**src/rtl/alu_mc.sv**
```systemverilog
// alu_mc: multi-cycle ALU with a start/busy/done handshake and flags that
// persist between instructions so carries can be chained across words.
// Single-cycle ops resolve on the launch edge. Shifts step one bit per cycle,
// and MUL is an unsigned shift-add over WIDTH cycles.
module alu_mc #(
  parameter int WIDTH = 8,
  parameter int SHW   = $clog2(WIDTH) + 1
) (
  input  logic             Clk,
  input  logic             Reset,
  input  logic             start,
  input  logic [2:0]       Aluop,
  input  logic [1:0]       mode,
  input  logic [WIDTH-1:0] DatA,
  input  logic [WIDTH-1:0] DatB,
  input  logic [SHW-1:0]   shamt,
  input  logic             use_c,
  input  logic             flag_clr,
  output logic             busy,
  output logic             done,
  output logic [WIDTH-1:0] Rslt,
  output logic [WIDTH-1:0] Rhi,
  output logic             Co,
  output logic             SCo,
  output logic             gt,
  output logic             eq
);

  // state   | meaning
  // IDLE    | waiting for start; also the cycle in which done pulses
  // EXEC    | single-cycle ops; evaluated on the launch edge, no cycle spent here
  // SHIFT   | one bit of SLL/SRL/SRA per cycle, cnt_q steps left
  // MUL     | one shift-add step per cycle, cnt_q steps left
  typedef enum logic [1:0] {S_IDLE, S_EXEC, S_SHIFT, S_MUL} state_t;

  localparam logic [2:0] OP_ADD = 3'b000;
  localparam logic [2:0] OP_XOR = 3'b001;
  localparam logic [2:0] OP_MUL = 3'b011;
  localparam logic [2:0] OP_SHF = 3'b101;
  localparam logic [2:0] OP_CMP = 3'b110;

  localparam logic [1:0] M_SLL = 2'b00;
  localparam logic [1:0] M_NEG = 2'b01;
  localparam logic [1:0] M_SRA = 2'b11;

  state_t state_q, state_d;

  logic [WIDTH-1:0] work_q, work_d;    // shift operand, or MUL multiplier/low product
  logic [WIDTH-1:0] mcand_q, mcand_d;  // MUL multiplicand
  logic [WIDTH-1:0] hi_q, hi_d;        // MUL running high half
  logic [SHW-1:0]   cnt_q, cnt_d;
  logic [1:0]       mode_q, mode_d;
  logic             fill_q, fill_d;    // fill bit for the next shift step (first step only)

  logic [WIDTH-1:0] rslt_q, rslt_d;
  logic [WIDTH-1:0] rhi_q, rhi_d;
  logic             c_q, c_d;
  logic             sc_q, sc_d;
  logic             gt_q, gt_d;
  logic             eq_q, eq_d;
  logic             done_q, done_d;

  logic             is_mul, is_shift, last_step;
  logic             c_cur, sc_cur;
  logic [WIDTH:0]   add_sum;
  logic [WIDTH:0]   mul_sum;
  logic [WIDTH-1:0] shf_next;
  logic             shf_out;

  assign is_mul    = (Aluop == OP_MUL);
  assign is_shift  = (Aluop == OP_SHF) && (mode != M_NEG) && (shamt != '0);
  assign last_step = (cnt_q == SHW'(1));

  // flag_clr takes effect before a same-cycle launch sees the flags
  assign c_cur  = (flag_clr && state_q == S_IDLE) ? 1'b0 : c_q;
  assign sc_cur = (flag_clr && state_q == S_IDLE) ? 1'b0 : sc_q;

  assign add_sum = {1'b0, DatA} + {1'b0, DatB} + (WIDTH+1)'(use_c & c_cur);
  assign mul_sum = {1'b0, hi_q} + (work_q[0] ? {1'b0, mcand_q} : '0);

  // state register
  always_ff @(posedge Clk or posedge Reset) begin
    if (Reset) state_q <= S_IDLE;
    else       state_q <= state_d;
  end

  // next-state: multi-cycle ops leave IDLE, everything else completes in place
  always_comb begin
    state_d = state_q;
    case (state_q)
      S_IDLE: begin
        if (start) begin
          if (is_mul)        state_d = S_MUL;
          else if (is_shift) state_d = S_SHIFT;
        end
      end
      S_SHIFT, S_MUL: if (last_step) state_d = S_IDLE;
      default: state_d = S_IDLE;
    endcase
  end

  // handshake outputs
  always_comb begin
    busy = (state_q == S_SHIFT) || (state_q == S_MUL);
    done = done_q;
  end

  assign Rslt = rslt_q;
  assign Rhi  = rhi_q;
  assign Co   = c_q;
  assign SCo  = sc_q;
  assign gt   = gt_q;
  assign eq   = eq_q;

  // one shift step; SRL and SRA shift right, and SRA replicates the sign bit
  always_comb begin
    shf_out  = work_q[0];
    shf_next = {fill_q, work_q[WIDTH-1:1]};
    case (mode_q)
      M_SLL: begin
        shf_out  = work_q[WIDTH-1];
        shf_next = {work_q[WIDTH-2:0], fill_q};
      end
      M_SRA:   shf_next = {work_q[WIDTH-1], work_q[WIDTH-1:1]};
      default: ;
    endcase
  end

  // datapath next-state: launch, shift/multiply steps, and result publication
  always_comb begin
    work_d  = work_q;
    mcand_d = mcand_q;
    hi_d    = hi_q;
    cnt_d   = cnt_q;
    mode_d  = mode_q;
    fill_d  = fill_q;
    rslt_d  = rslt_q;
    rhi_d   = rhi_q;
    c_d     = c_cur;
    sc_d    = sc_cur;
    gt_d    = gt_q;
    eq_d    = eq_q;
    done_d  = 1'b0;
    case (state_q)
      S_IDLE: begin
        if (start) begin
          mode_d  = mode;
          mcand_d = DatA;
          hi_d    = '0;
          work_d  = is_mul ? DatB : DatA;
          cnt_d   = is_mul ? SHW'(WIDTH) : shamt;
          fill_d  = use_c & ((mode == M_SLL) ? sc_cur : c_cur);
          if (!is_mul && !is_shift) begin
            done_d = 1'b1;
            rhi_d  = '0;
            case (Aluop)
              OP_ADD: begin
                rslt_d = add_sum[WIDTH-1:0];
                c_d    = add_sum[WIDTH];
                gt_d   = (DatA > DatB);
                eq_d   = (DatA == DatB);
              end
              OP_XOR: rslt_d = DatA ^ DatB;
              OP_CMP: begin
                rslt_d = '0;
                gt_d   = (DatA > DatB);
                eq_d   = (DatA == DatB);
              end
              OP_SHF: begin
                if (mode == M_NEG) begin
                  rslt_d = ~DatA + WIDTH'(1);
                  c_d    = (DatA == '0);
                end else begin
                  rslt_d = DatA;
                end
              end
              default: rslt_d = '0;
            endcase
          end
        end
      end
      S_SHIFT: begin
        work_d = shf_next;
        fill_d = 1'b0;
        cnt_d  = cnt_q - SHW'(1);
        if (last_step) begin
          rslt_d = shf_next;
          rhi_d  = '0;
          sc_d   = shf_out;
          done_d = 1'b1;
        end
      end
      S_MUL: begin
        hi_d   = mul_sum[WIDTH:1];
        work_d = {mul_sum[0], work_q[WIDTH-1:1]};
        cnt_d  = cnt_q - SHW'(1);
        if (last_step) begin
          rslt_d = {mul_sum[0], work_q[WIDTH-1:1]};
          rhi_d  = mul_sum[WIDTH:1];
          c_d    = |mul_sum[WIDTH:1];
          done_d = 1'b1;
        end
      end
      default: ;
    endcase
  end

  // datapath and flag registers; reset discards any operation in flight
  always_ff @(posedge Clk or posedge Reset) begin
    if (Reset) begin
      work_q  <= '0;
      mcand_q <= '0;
      hi_q    <= '0;
      cnt_q   <= '0;
      mode_q  <= '0;
      fill_q  <= 1'b0;
      rslt_q  <= '0;
      rhi_q   <= '0;
      c_q     <= 1'b0;
      sc_q    <= 1'b0;
      gt_q    <= 1'b0;
      eq_q    <= 1'b0;
      done_q  <= 1'b0;
    end else begin
      work_q  <= work_d;
      mcand_q <= mcand_d;
      hi_q    <= hi_d;
      cnt_q   <= cnt_d;
      mode_q  <= mode_d;
      fill_q  <= fill_d;
      rslt_q  <= rslt_d;
      rhi_q   <= rhi_d;
      c_q     <= c_d;
      sc_q    <= sc_d;
      gt_q    <= gt_d;
      eq_q    <= eq_d;
      done_q  <= done_d;
    end
  end

endmodule
```
**config.mk**
```make
export PLATFORM = sky130hd
export DESIGN_NAME = alu_mc
export DESIGN_NICKNAME = d
export VERILOG_FILES = /design/src/rtl/alu_mc.sv
export SDC_FILE = /design/constraint.sdc
export NUM_CORES = 1
export LEC_CHECK = 0
export BUFFER_PORTS_ARGS = -buffer_cell sky130_fd_sc_hd__buf_4
export CORE_MARGIN = 3
export CORE_UTILIZATION = 45
export CTS_BUF_LIST = sky130_fd_sc_hd__clkbuf_8
export DETAILED_ROUTE_END_ITERATION = 10
export PLACE_DENSITY_LB_ADDON = 0.25
export SYNTH_ARGS = -nofsm -noshare
export SYNTH_HDL_FRONTEND = slang
export SYNTH_SLANG_ARGS = --single-unit
```
**constraint.sdc**
```tcl
create_clock -name Clk -period 4 [get_ports Clk]
set_clock_uncertainty 0.1 [all_clocks]
set_input_delay 0 -clock Clk [delete_from_list [all_inputs] [get_ports Clk]]
set_output_delay 0 -clock Clk [all_outputs]
set_load 0.02 [all_outputs]
```
; ---- Word level (Yosys, flattened, before mapping)
; Cells that the tools add are included.
[word_totals]
register_bits = 54
in_bits = 30
[op_classes]
add_sub_neg = 5
magnitude_cmp = 1
eq_ne = 17
muxes = 45
bitwise_logic = 4
n_reduce_logical = 28
[ops]
columns = operator, count
row1 = $mux W8, 13
row2 = $pmux W8 S3, 4
row3 = $pmux W8 S2, 2
row4 = $add A8 B8 Y9, 2
row5 = $mux W1, 14
row6 = $reduce_and A2 Y1, 5
row7 = $add A9 B1 Y9, 1
row8 = $add A8 B1 Y8 const B, 1
row9 = $eq A8 B8 Y1, 1
row10 = $gt A8 B8 Y1, 1
row11 = $logic_not A8 Y1, 1
row12 = $mux W2, 4
row13 = $mux W4, 2
row14 = $not A8 Y8, 1
row15 = $pmux W1 S2, 4
row16 = $pmux W4 S2, 1
row17 = $reduce_or A8 Y1, 1
row18 = $xor A8 B8 Y8, 1
row19 = $eq A2 B2 Y1 const B, 3
row20 = $eq A3 B3 Y1 const B, 2
row21 = $logic_not A2 Y1, 3
row22 = $ne A2 B1 Y1 const B, 3
row23 = $ne A2 B2 Y1 const B, 3
row24 = $reduce_bool A2 Y1, 3
row25 = 18 further kinds, 24

; ---- Longest topological paths before layout
; Gate-level depths: netlist of the first run.
[logic_depth]
ltp_word = 9
depth_mapped = 14
depth_no_buf = 13

; ---- Worst setup path before layout of the first run
; No wires, ideal clock.
[synth_path]
path_type = reg-to-reg
startpoint = register work_q[0]
endpoint = register c_q, in the netlist Co
setup_ns = 0.131
arrival_time_ns = 2.569
required_time_ns = 3.769
path_slack_ns = 1.199
stages_incl_launch_ff = 11
synth_period_minus_slack_ns = 2.801
path_cell_list = dfrtp_1 > clkbuf_1 > and2_1 > ha_1 > fa_1 > a21oi_2 > o211ai_1 > a31oi_2 > or4b_1 > o41ai_2 > a31oi_1
[synth_between]
elab_chain_cells = 5
[synth_lines]
columns = element, line
row1 = "start, declared", 48  ; logic [WIDTH-1:0] work_q, work_d;
row2 = "start signal, assigned", 225  ; work_q <= work_d;
row3 = $mux W8, 79  ; assign mul_sum = {1'b0, hi_q} + (work_q[0] ? {1'b0, mcand_q} : '0);
row4 = $add A8 B8 Y9, 79
row5 = $reduce_or A8 Y1, 200  ; c_d = |mul_sum[WIDTH:1];
row6 = $mux W1, 197  ; if (last_step) begin
row7 = $pmux W1 S2, 144  ; case (state_q)
row8 = net c_d, 57  ; logic c_q, c_d;
row9 = "end signal, assigned", 219  ; c_q <= 1'b0;
row10 = "end signal, assigned", 233  ; c_q <= c_d;
row11 = "end, declared", 57
; The timed path passes the listed nets, and every way through them passes these cells.
; A chain may end at the register's enable or synchronous reset.

; ---- Worst setup path in the final report of the first run
; Same ends and word-level chain as after synthesis.

==> metrics.txt, run 1 <==
status=finished clean; Mapped Area=4143 um^2; Layout area overhead=16.55%; Worst Setup Slack, final=~0.99 ns; worst hold path type=input port to register; register area share after synthesis=0.3262; share of cells above drive strength 1=0.1667; Seq pwr share=0.331; CTS tree=built; LEAKAGE=about 2.3 nW; # setup viols final=0; drt pass-1 iters=5; Die W=a little over 100 um; # fillers=834; Top FF cell, synth=dfrtp_1; Skew-Pair Late Insertion Delay=0.31 ns; Distinct cells, synth=63; Post-CTS Repair Setup Buffers=0; die area=between 10000 and 15000 um^2; vias in the first global route=3538; combinational share of power=0.563; htree depth=2; CTS root buffer=clkbuf_8; CTS Buf Count=5; top post-synthesis cells by area=dfrtp_1, ha_1, nand2_1; pre-CTS setup slack=1.016 ns; Largest stage delay, worst path=0.49 ns; GPL Wtd Cong=0.9164; Yosys top cell area share=0.3262; clock network power share=0.107; #FFs+latches synth=54; RSZ-0062 raised after global routing=false; Yosys warning total=0; Max Slew Vio Count=0; wire per inst=between 15 and 20 um; DRT iter0 DRCs=186; # clock sinks=between 50 and 60; startpoint types=register; Initial Utilization=0.4682; GRT Util Overall=0.2220; Fmax=approximately 0.33 GHz; Sw Pwr=about 1.3 mW; syn_area_per_cell=~8.5 um^2; # nets final=slightly above 600; IO Port Bufs=51; Clock Path Buffers=2; EDFF count, synth=0; most common cell in the synthesized netlist=nand2_1; Power per Cell Area=around 580 nW/um^2; Clock Pin Slew Worst Setup and Hold Paths=approximately 0.09 ns; DR vias=~3800; # diodes=0; Total Neg Setup Slack=0 ns; drt drc=0; Cells after Synth=488; crit-path cells=and2_1 -> ha_1 -> fa_1 -> a21oi_2 -> o211ai_1 -> a31oi_2 -> or4b_1 -> o41ai_2 -> a31oi_1; vias per cell=between 5 and 6; Internal Pwr Total=1.491 mW; Hold Crit Depth=4; MaxCap Viol Count=0; Crit path required time=4.09 ns; Post-synth ARST share=1.000; WL final=~11000 um; Commonest cells post-synth=nand2_1, dfrtp_1, nor2_1, o21ai_0, a21oi_1; Fin. Hold Viols=0; GRT overflow=0; I/O pin cnt=52; Post-DRT Antenna Nets=0; Worst Tran Pin Value=between 0.9 and 1 ns; DIE HEIGHT=a little over 100 um; post-route clock period utilization=0.7518; Slew HR=0.3995; CTS Hold Bufs=17; slowest CP cell=or4b_1; crit-path max FO=11; Reg2Reg Depth=9; post-CTS sizing=0; first-pass GRT wire length=~18000 um; DP Wirelength=between 8000 and 9000 um; largest area contributor in the netlist=dfrtp_1; min Tclk post-route=about 3.0 ns; initial antenna violation count=0; critical path capture point type=register; largest net degree at the start of global routing=55; Core Area=between 8000 and 9000 um^2; Rows=34; Sw Share=0.4630; syn_nets=approximately 550; Max VDD drop=0.2390 mV; WS Path Type=register to register; Crit path arrival time=around 3.1 ns
-- power by group through the flow --
stage               Combinational (mW)  Sequential (mW)  Clock, mW
floorplan                         1.13            0.922          0
global placement                  1.50            0.916          0
detailed placement                1.54            0.924          0
CTS                               1.55            0.915      0.308
global route                      1.72            0.943      0.326
finish                            1.56            0.918      0.296
-- flip-flops by register name (all words and copies together), names as in the netlist --
register  flops
cnt_q         4
mcand_q       8
Rhi           8
work_q        8
Co            1
state_q       2
mode_q        2
done          1
Rslt          8
fill_q        1
eq            1
SCo           1
gt            1
hi_q          8
-- critical path: cells and delay by family (launching register included) --
family | cells | cell delay, ns
AO/OA/AOI/OAI | 5 | 0.98
adder cells (fa/ha/maj) | 2 | 0.64
flip-flops | 1 | 0.48
AND/OR/NAND/NOR | 2 | 0.69
-- cell usage in the layout, fill, tap and decap left out, types with 6 or more instances in the layout --
cell,count
ha_1,32
inv_1,31
a22oi_1,11
a22o_1,7
a21oi_1,33
o21ai_2,6
mux2_2,12
o21ai_0,35
nor3_1,8
a31oi_1,13
a21o_1,7
nand2b_1,6
dfrtp_1,54
mux2i_1,6
nand3_1,7
nand2_1,59
nor2_1,41
xnor2_1,8
buf_4,57
dlygate4sd3_1,17
and2_1,8
-- worst paths after layout --
| check | to | slack (ns) | start |
|---|---|---|---|
| worst max-delay path | Co | 0.99 | work_q[0] |
| worst min-delay path | SCo | 0.02 | flag_clr |
| worst max register to register | Co | 0.99 | work_q[0] |
| worst min register to register | Rhi[3] | 0.39 | Rhi[3] |
| max in group asynchronous | mcand_q[5] | 3.00 | Reset |
| min in group asynchronous | cnt_q[0] | 0.33 | Reset |
-- through the flow --
step	area, um^2	total power, mW	hold WS, ns	util	cells
finish	4828	2.777	0.02256	0.5457	654
global route	4828	2.993	0.04093	0.5457	654
CTS	4828	2.775	0.005664	0.5457	654
detailed placement	4578	2.460	0.1398	0.5174	630
global placement	4578	2.415	0.1356	0.5174	630
floorplan	4143	2.051	0.03511	-	488
-- final cells by class --
type	instances	area [um^2]	area share
tap	108	135.1	0.02799
inverter	32	120.1	0.02488
multi-input combinational	379	2544	0.5268
sequential	54	1351	0.2799
timing repair buffer	74	598.1	0.1239
clock buffer	5	68.82	0.01425
clock inverter	2	11.26	0.002332
-- per-layer routing --
metal  up-vias  routed length (um)  global-route usage
met5         -                   0                   0
met4         0                 191             0.06155
met3        15                 681             0.02935
met2       149                5148              0.3602
met1      1827                5377              0.3130
li1       1856                   -                   -
-- cells by family after synthesis --
group	count (synthesis)	synth area share
mux	18	0.04712
buf+inv	55	0.05980
simple gates	156	0.1782
xor+xnor	12	0.02537
compound gates	158	0.2522
flops	54	0.3262
fa+ha+maj	35	0.1111
Note: power is estimated with default switching activity, not from simulation.
==> run 2, diff against run 1 <==
==> constraint.sdc (replaced) <==
create_clock -name Clk -period 2.6 [get_ports Clk]
set_clock_uncertainty 0.1 [all_clocks]
set_input_delay 0 -clock Clk [delete_from_list [all_inputs] [get_ports Clk]]
set_output_delay 0 -clock Clk [all_outputs]
set_load 0.02 [all_outputs]
==> run 2 against run 1 <==
First-iteration DRC count is 72% higher. Via count grew 0.99%. Critical path depth did not move. Combinational power grew 74%. Total power rose by 67%. Global-route usage is 1.0 points higher. Core utilization is 3.4 points higher. Sequential cell count is the same. Fmax grew 17%. Register-to-register slack got worse by 0.97 ns. Routed wire length rose by 4.3%. Highest routed layer unchanged.
==> metrics.txt, run 2 (synthesized netlist as in run 1, its figures left out) <==
DP Wirelength=9183 um (+4.8%); # fillers=781 (-6.4%); Power per Cell Area=903.5 nW/um^2 (+57%); Worst Tran Pin Value=0.7022 ns (-0.1985 ns); # nets final=632 (+3.4%); CP delay by family, top=compound AO/OA/AOI/OAI gates; # setup viols final=0 (unchanged); Clock Path Buffers=2 (unchanged); pre-CTS setup slack=-0.02875 ns (-1.045 ns); GPL Wtd Cong=0.9274 (+1.2%); I/O pin cnt=52 (unchanged); initial antenna violation count=0 (unchanged); worst hold path type=input port to register; critical path capture point type=register; Post-DRT Antenna Nets=0 (unchanged); Fmax=0.3880 GHz (+17%); DIE HEIGHT=102.0 um (unchanged); GRT overflow=0 (unchanged); Crit path required time=2.70 ns (-1.39 ns); # clock sinks=54 (unchanged); Clock Pin Slew Worst Setup and Hold Paths=0.11 ns (+0.02 ns); Non-Filler Instances=676 (+3.4%); Largest stage delay, worst path=0.48 ns (about the same); min Tclk post-route=2.577 ns (-0.4299 ns); Max VDD drop=0.3380 mV (+41%); final hold slack=0.008875 ns (-0.01369 ns); MaxCap Viol Count=0 (unchanged); Initial Utilization=0.4682 (unchanged); Worst Setup Slack, final=0.02251 ns (-0.9701 ns); DR vias=3885 (+0.99%); wire per inst=17.58 um (+0.90%); Max Slew Vio Count=0 (unchanged); commonest cells after routing, fill and taps aside=buf_4, nand2_1, dfrtp_1; DRT iter0 DRCs=319 (+72%); Final Util=0.5799 (+0.03422); Slew HR=0.5318 (+0.1324); share of cells above drive strength 1=0.2430 (+0.07629); crit-path cells=buf_4 -> and2_1 -> ha_1 -> a21oi_4 -> o211ai_1 -> a31oi_2 -> or4b_4 -> o41ai_2 -> a31oi_1; startpoint types=register; IO Port Bufs=51 (unchanged); status=finished clean; CTS root buffer=clkbuf_8; Crit path arrival time=2.68 ns (-0.42 ns); WS Path Type=register to register; crit-path max FO=9 (-2); Die W=102.0 um (unchanged); slowest CP cell=or4b_4; Skew-Pair Late Insertion Delay=0.31 ns (about the same); LEAKAGE=2.393 nW (+5.8%); CTS Buf Count=5 (unchanged); # diodes=0 (unchanged); Total Neg Setup Slack=0 ns (unchanged); Rows=34 (unchanged); Layout area overhead=23.86%; post-route cell area=5131 um^2 (+6.3%); CP Buf/Inv Count=1 (+1); drt drc=0 (unchanged); GRT Util Overall=0.2323 (+0.01027); htree depth=2 (unchanged); CTS tree=built; WL final=11890 um (+4.3%); die area=10390 um^2 (unchanged); Placed Area=4737 um^2 (+3.5%); vias per cell=5.747 (-2.3%); vias in the first global route=3734 (+5.5%); dpl cells=649 (+3.0%); post-route clock period utilization=0.9913 (+0.2395); total power=4.636 mW (+67%); Core Area=8848 um^2 (unchanged); RSZ-0062 raised after global routing=true; commonest non-fill, non-tap cell in the layout=buf_4; Reg2Reg Setup Slack=0.02 ns (-0.97 ns); first-pass GRT wire length=18910 um (+4.8%); drt pass-1 iters=5 (unchanged); Fin. Hold Viols=0 (unchanged); largest net degree at the start of global routing=55 (unchanged)
==> run 2: path summary, 6_finish.rpt <==
| kind | cells after the start | start | endpoint |
|---|---|---|---|
| worst max-delay path | 9 | work_q[0] | Co |
| worst min-delay path | 3 | DatA[0] | mcand_q[0] |
| worst max register to register | 9 | work_q[0] | Co |
| worst min register to register | 2 | mcand_q[1] | mcand_q[1] |
| max in group asynchronous | 4 | Reset | mcand_q[0] |
| min in group asynchronous | 4 | Reset | cnt_q[0] |
==> run 2: per-layer routing <==
layer | wire length [um] | share of wire | GRT usage
met1 | 5448 | 0.46 | 0.3389
met2 | 5241 | 0.44 | 0.3501
met3 | 787 | 0.066 | 0.03549
met4 | 410 | 0.034 | 0.08375
met5 | 0 | 0 | 0
==> run 2: repair_timing <==
item | 4_1_cts | 5_1_grt
setup endpoints to repair | 2 | 8
gates resized for setup | 3 | 26
setup buffers | 0 | 4
hold buffers | 15 | 0
pin swaps | 2 | 18
hold endpoints to repair | 68 | 0
==> run 2: final cells by class <==
type / instances / area (um^2) / area share
clock buffer: 6 / 82.58 / 0.01609
timing repair buffer: 95 / 754.5 / 0.1470
clock inverter: 2 / 16.27 / 0.003170
tap: 108 / 135.1 / 0.02634
multi-input combinational: 379 / 2671 / 0.5206
sequential: 54 / 1351 / 0.2634
inverter: 32 / 120.1 / 0.02341
==> run 2: power breakdown <==
| part | switching [mW] | internal, mW | total, mW |
|---|---|---|---|
| Sequential | 0.255 | 1.14 | 1.40 |
| Combinational | 1.56 | 1.16 | 2.72 |
| Clock | 0.302 | 0.220 | 0.523 |
| Total | 2.11 | 2.52 | 4.64 |
==> run 2: worst register-to-register path, stage by stage (launching register included) <==
cell and delay (ns):
dfrtp_1 0.40, buf_4 0.17, and2_1 0.16, ha_1 0.36
a21oi_4 0.20, o211ai_1 0.13, a31oi_2 0.17, or4b_4 0.48
o41ai_2 0.20, a31oi_1 0.10
==> run 3, diff against run 2 <==
--- a/config.mk
+++ b/config.mk
@@ -5,10 +5,12 @@
 export SDC_FILE = /design/constraint.sdc
 export NUM_CORES = 1
 export LEC_CHECK = 0
+export ABC_CLOCK_PERIOD_IN_PS = 2600
 export BUFFER_PORTS_ARGS = -buffer_cell sky130_fd_sc_hd__buf_4
+export CORE_ASPECT_RATIO = 1.5
 export CORE_MARGIN = 3
 export CORE_UTILIZATION = 45
-export CTS_BUF_LIST = sky130_fd_sc_hd__clkbuf_8
+export CTS_BUF_LIST = sky130_fd_sc_hd__clkbuf_8 sky130_fd_sc_hd__clkbuf_16
 export DETAILED_ROUTE_END_ITERATION = 10
 export PLACE_DENSITY_LB_ADDON = 0.25
 export SYNTH_ARGS = -nofsm -noshare
==> run 3 against run 2 <==
The flow now finishes with violations (setup timing). Register-to-register slack got worse by 0.07 ns. Non-clock buffer count is 4 higher. Final area increased by 1.3%. Final cell count up 0.89%. Global-route usage grew 2.6 points. Via count grew 3.4%. Critical endpoint unchanged. Largest power group unchanged. Highest routed layer unchanged.
==> metrics.txt, run 3 (synthesized netlist as in run 1, its figures left out) <==
Rows=42 (+24%); Critical Path End=Co; crit-path cells=and2_1 -> ha_2 -> fa_2 -> a21oi_4 -> o211ai_1 -> a31oi_2 -> or4b_4 -> o41ai_2 -> a31oi_1; Slew HR=0.6392 (+0.1074); Register Area=1351 um^2 (unchanged); commonest non-fill, non-tap cell in the layout=buf_4; MaxCap Viol Count=0 (unchanged); # nets final=636 (+0.63%); startpoint types=register; CTS Buf Count=5 (unchanged); first-pass GRT wire length=20970 um (+11%); Max Slew Vio Count=0 (unchanged); Largest stage delay, worst path=0.48 ns (about the same); drt pass-1 iters=4 (-1); # fillers=809 (+3.6%); DIE HEIGHT=123.5 um (+21%); htree depth=2 (unchanged); WS Path Type=register to register; Clock Path Buffers=2 (unchanged); Reg2Reg Depth=9 (unchanged); slowest CP cell=or4b_4; Worst Tran Pin Value=0.5404 ns (-0.1619 ns); worst hold path type=input port to register; Core Area=8881 um^2 (+0.37%); LEAKAGE=2.442 nW (+2.1%); DRT iter0 DRCs=207 (-35%); I/O pin cnt=52 (unchanged); Layout area overhead=25.49%; post-route clock period utilization=1.017 (+0.02535); IO Port Bufs=51 (unchanged); min Tclk post-route=2.643 ns (+0.06592 ns); status=complete, but fails checks; WL met2=7049 um (+34%); Worst Setup Slack, final=-0.04340 ns (-0.06592 ns); Total Neg Setup Slack=-0.04340 ns (-0.04340 ns); CTS root buffer=clkbuf_16; commonest cells after routing, fill and taps aside=buf_4, nand2_1, dfrtp_1; Crit path required time=2.68 ns (-0.02 ns); Skew-Pair Late Insertion Delay=0.30 ns (about the same); reg2reg start=work_q[0]; Max VDD drop=0.5608 mV (+66%); final hold slack=0.04888 ns (+0.04000 ns); failing checks=setup timing; footprint of the multi-input gates=2624 um^2 (-1.8%); metal1 wirelength=4832 um (-11%); reg2reg end=Co; CP delay by family, top=compound AO/OA/AOI/OAI gates; Crit path arrival time=2.72 ns (+0.04 ns); initial antenna violation count=0 (unchanged); drt drc=0 (unchanged); vias per cell=5.893 (+2.5%); largest net degree at the start of global routing=26 (-53%); GRT overflow=0 (unchanged); crit-path max FO=4 (-5); Clock Pin Slew Worst Setup and Hold Paths=0.08 ns (-0.03 ns); GPL Wtd Cong=0.9827 (+6.0%); CP Buf/Inv Count=0 (-1); DP Wirelength=10330 um (+13%); Fmax=0.3783 GHz (-2.5%); Initial Utilization=0.4665 (-0.001715); critical path capture point type=register; Worst path depth=9 (unchanged); DR vias=4019 (+3.4%); Reg2Reg Setup Slack=-0.04 ns (-0.07 ns); wire per inst=19.38 um (+10%); vias in the first global route=4022 (+7.7%); pre-CTS setup slack=-0.05319 ns (-0.02444 ns); # setup viols final=1 (+1); Post-DRT Antenna Nets=0 (unchanged); # diodes=0 (unchanged); Critical Path Source=work_q[0]; share of cells above drive strength 1=0.2360 (-0.006944); RSZ-0062 raised after global routing=true; Die W=84.34 um (-17%); Top Metal Used=met4; Power per Cell Area=974.2 nW/um^2 (+7.8%); Met3 Routed Length=511 um (-35%); die area=10420 um^2 (+0.22%); WL final=13220 um (+11%); CTS tree=built; # clock sinks=54 (unchanged); GRT Util Overall=0.2587 (+0.02648); Fin. Hold Viols=0 (unchanged)
[run 3: changes by cell type in the layout (fill, tap and decap cells not counted), sizes merged]
| cell | previous run | this run |
|---|---|---|
| inv | 33 | 34 |
| clkbuf | 6 | 5 |
| bufinv | 0 | 1 |
| buf | 80 | 84 |
| clkinvlp | 1 | 0 |
[run 3: per-layer routing]
layer | vias to the layer above | global-route usage
li1 | 1919 | -
met5 | - | 0
met2 | 126 | 0.4758
met4 | 0 | 0.1663
met3 | 45 | 0.03267
met1 | 1929 | 0.2774
[run 3: worst min-delay path: stages]
cell	delay, ns
buf_4	0.14
inv_1	0.14
o21ai_0	0.12
[run 3: area by class of cell]
type | instances | share of cell area
timing repair buffer | 99 | 0.1526
tap | 110 | 0.02647
inverter | 32 | 0.02310
clock inverter | 3 | 0.009146
multi-input combinational | 379 | 0.5047
sequential | 54 | 0.2599
clock buffer | 5 | 0.02407
[run 3: timing repair]
item	CTS	global route
endpoints found under the hold margin	37	0
cloned	0	0
setup endpoints to repair	1	7
hold buffers	15	0
pin swaps	1	4
resized for setup	0	17
setup buffers	0	1
[run 3: how the worst min path moves through the flow]
stage / to / slack, ns / cells after the start / from
after CTS: mcand_q[0] / 0.05 / 3 / DatA[0]
after global routing: fill_q / 0.09 / 5 / flag_clr
after global placement: Rhi[2] / -0.02 / 2 / Reset
final: mcand_q[0] / 0.05 / 3 / DatA[0]
after detailed placement: Rhi[3] / -0.02 / 2 / Reset
after floorplan: cnt_q[0] / 0.04 / 2 / shamt[0]
[run 3: through the flow]
step,area (um^2),instances,total power [mW],util
finish,5199,682,5.065,0.5854
global route,5199,682,5.416,0.5854
CTS,5127,681,4.992,0.5773
detailed placement,4805,658,4.169,0.5410
global placement,4805,658,4.097,0.5410
floorplan,4160,488,3.165,-
[run 3: power breakdown]
part	switching, mW	internal, mW	leakage (nW)
Combinational	1.62	1.23	1.67
Sequential	0.278	1.14	0.691
Clock	0.332	0.462	0.0848
Total	2.23	2.84	2.44
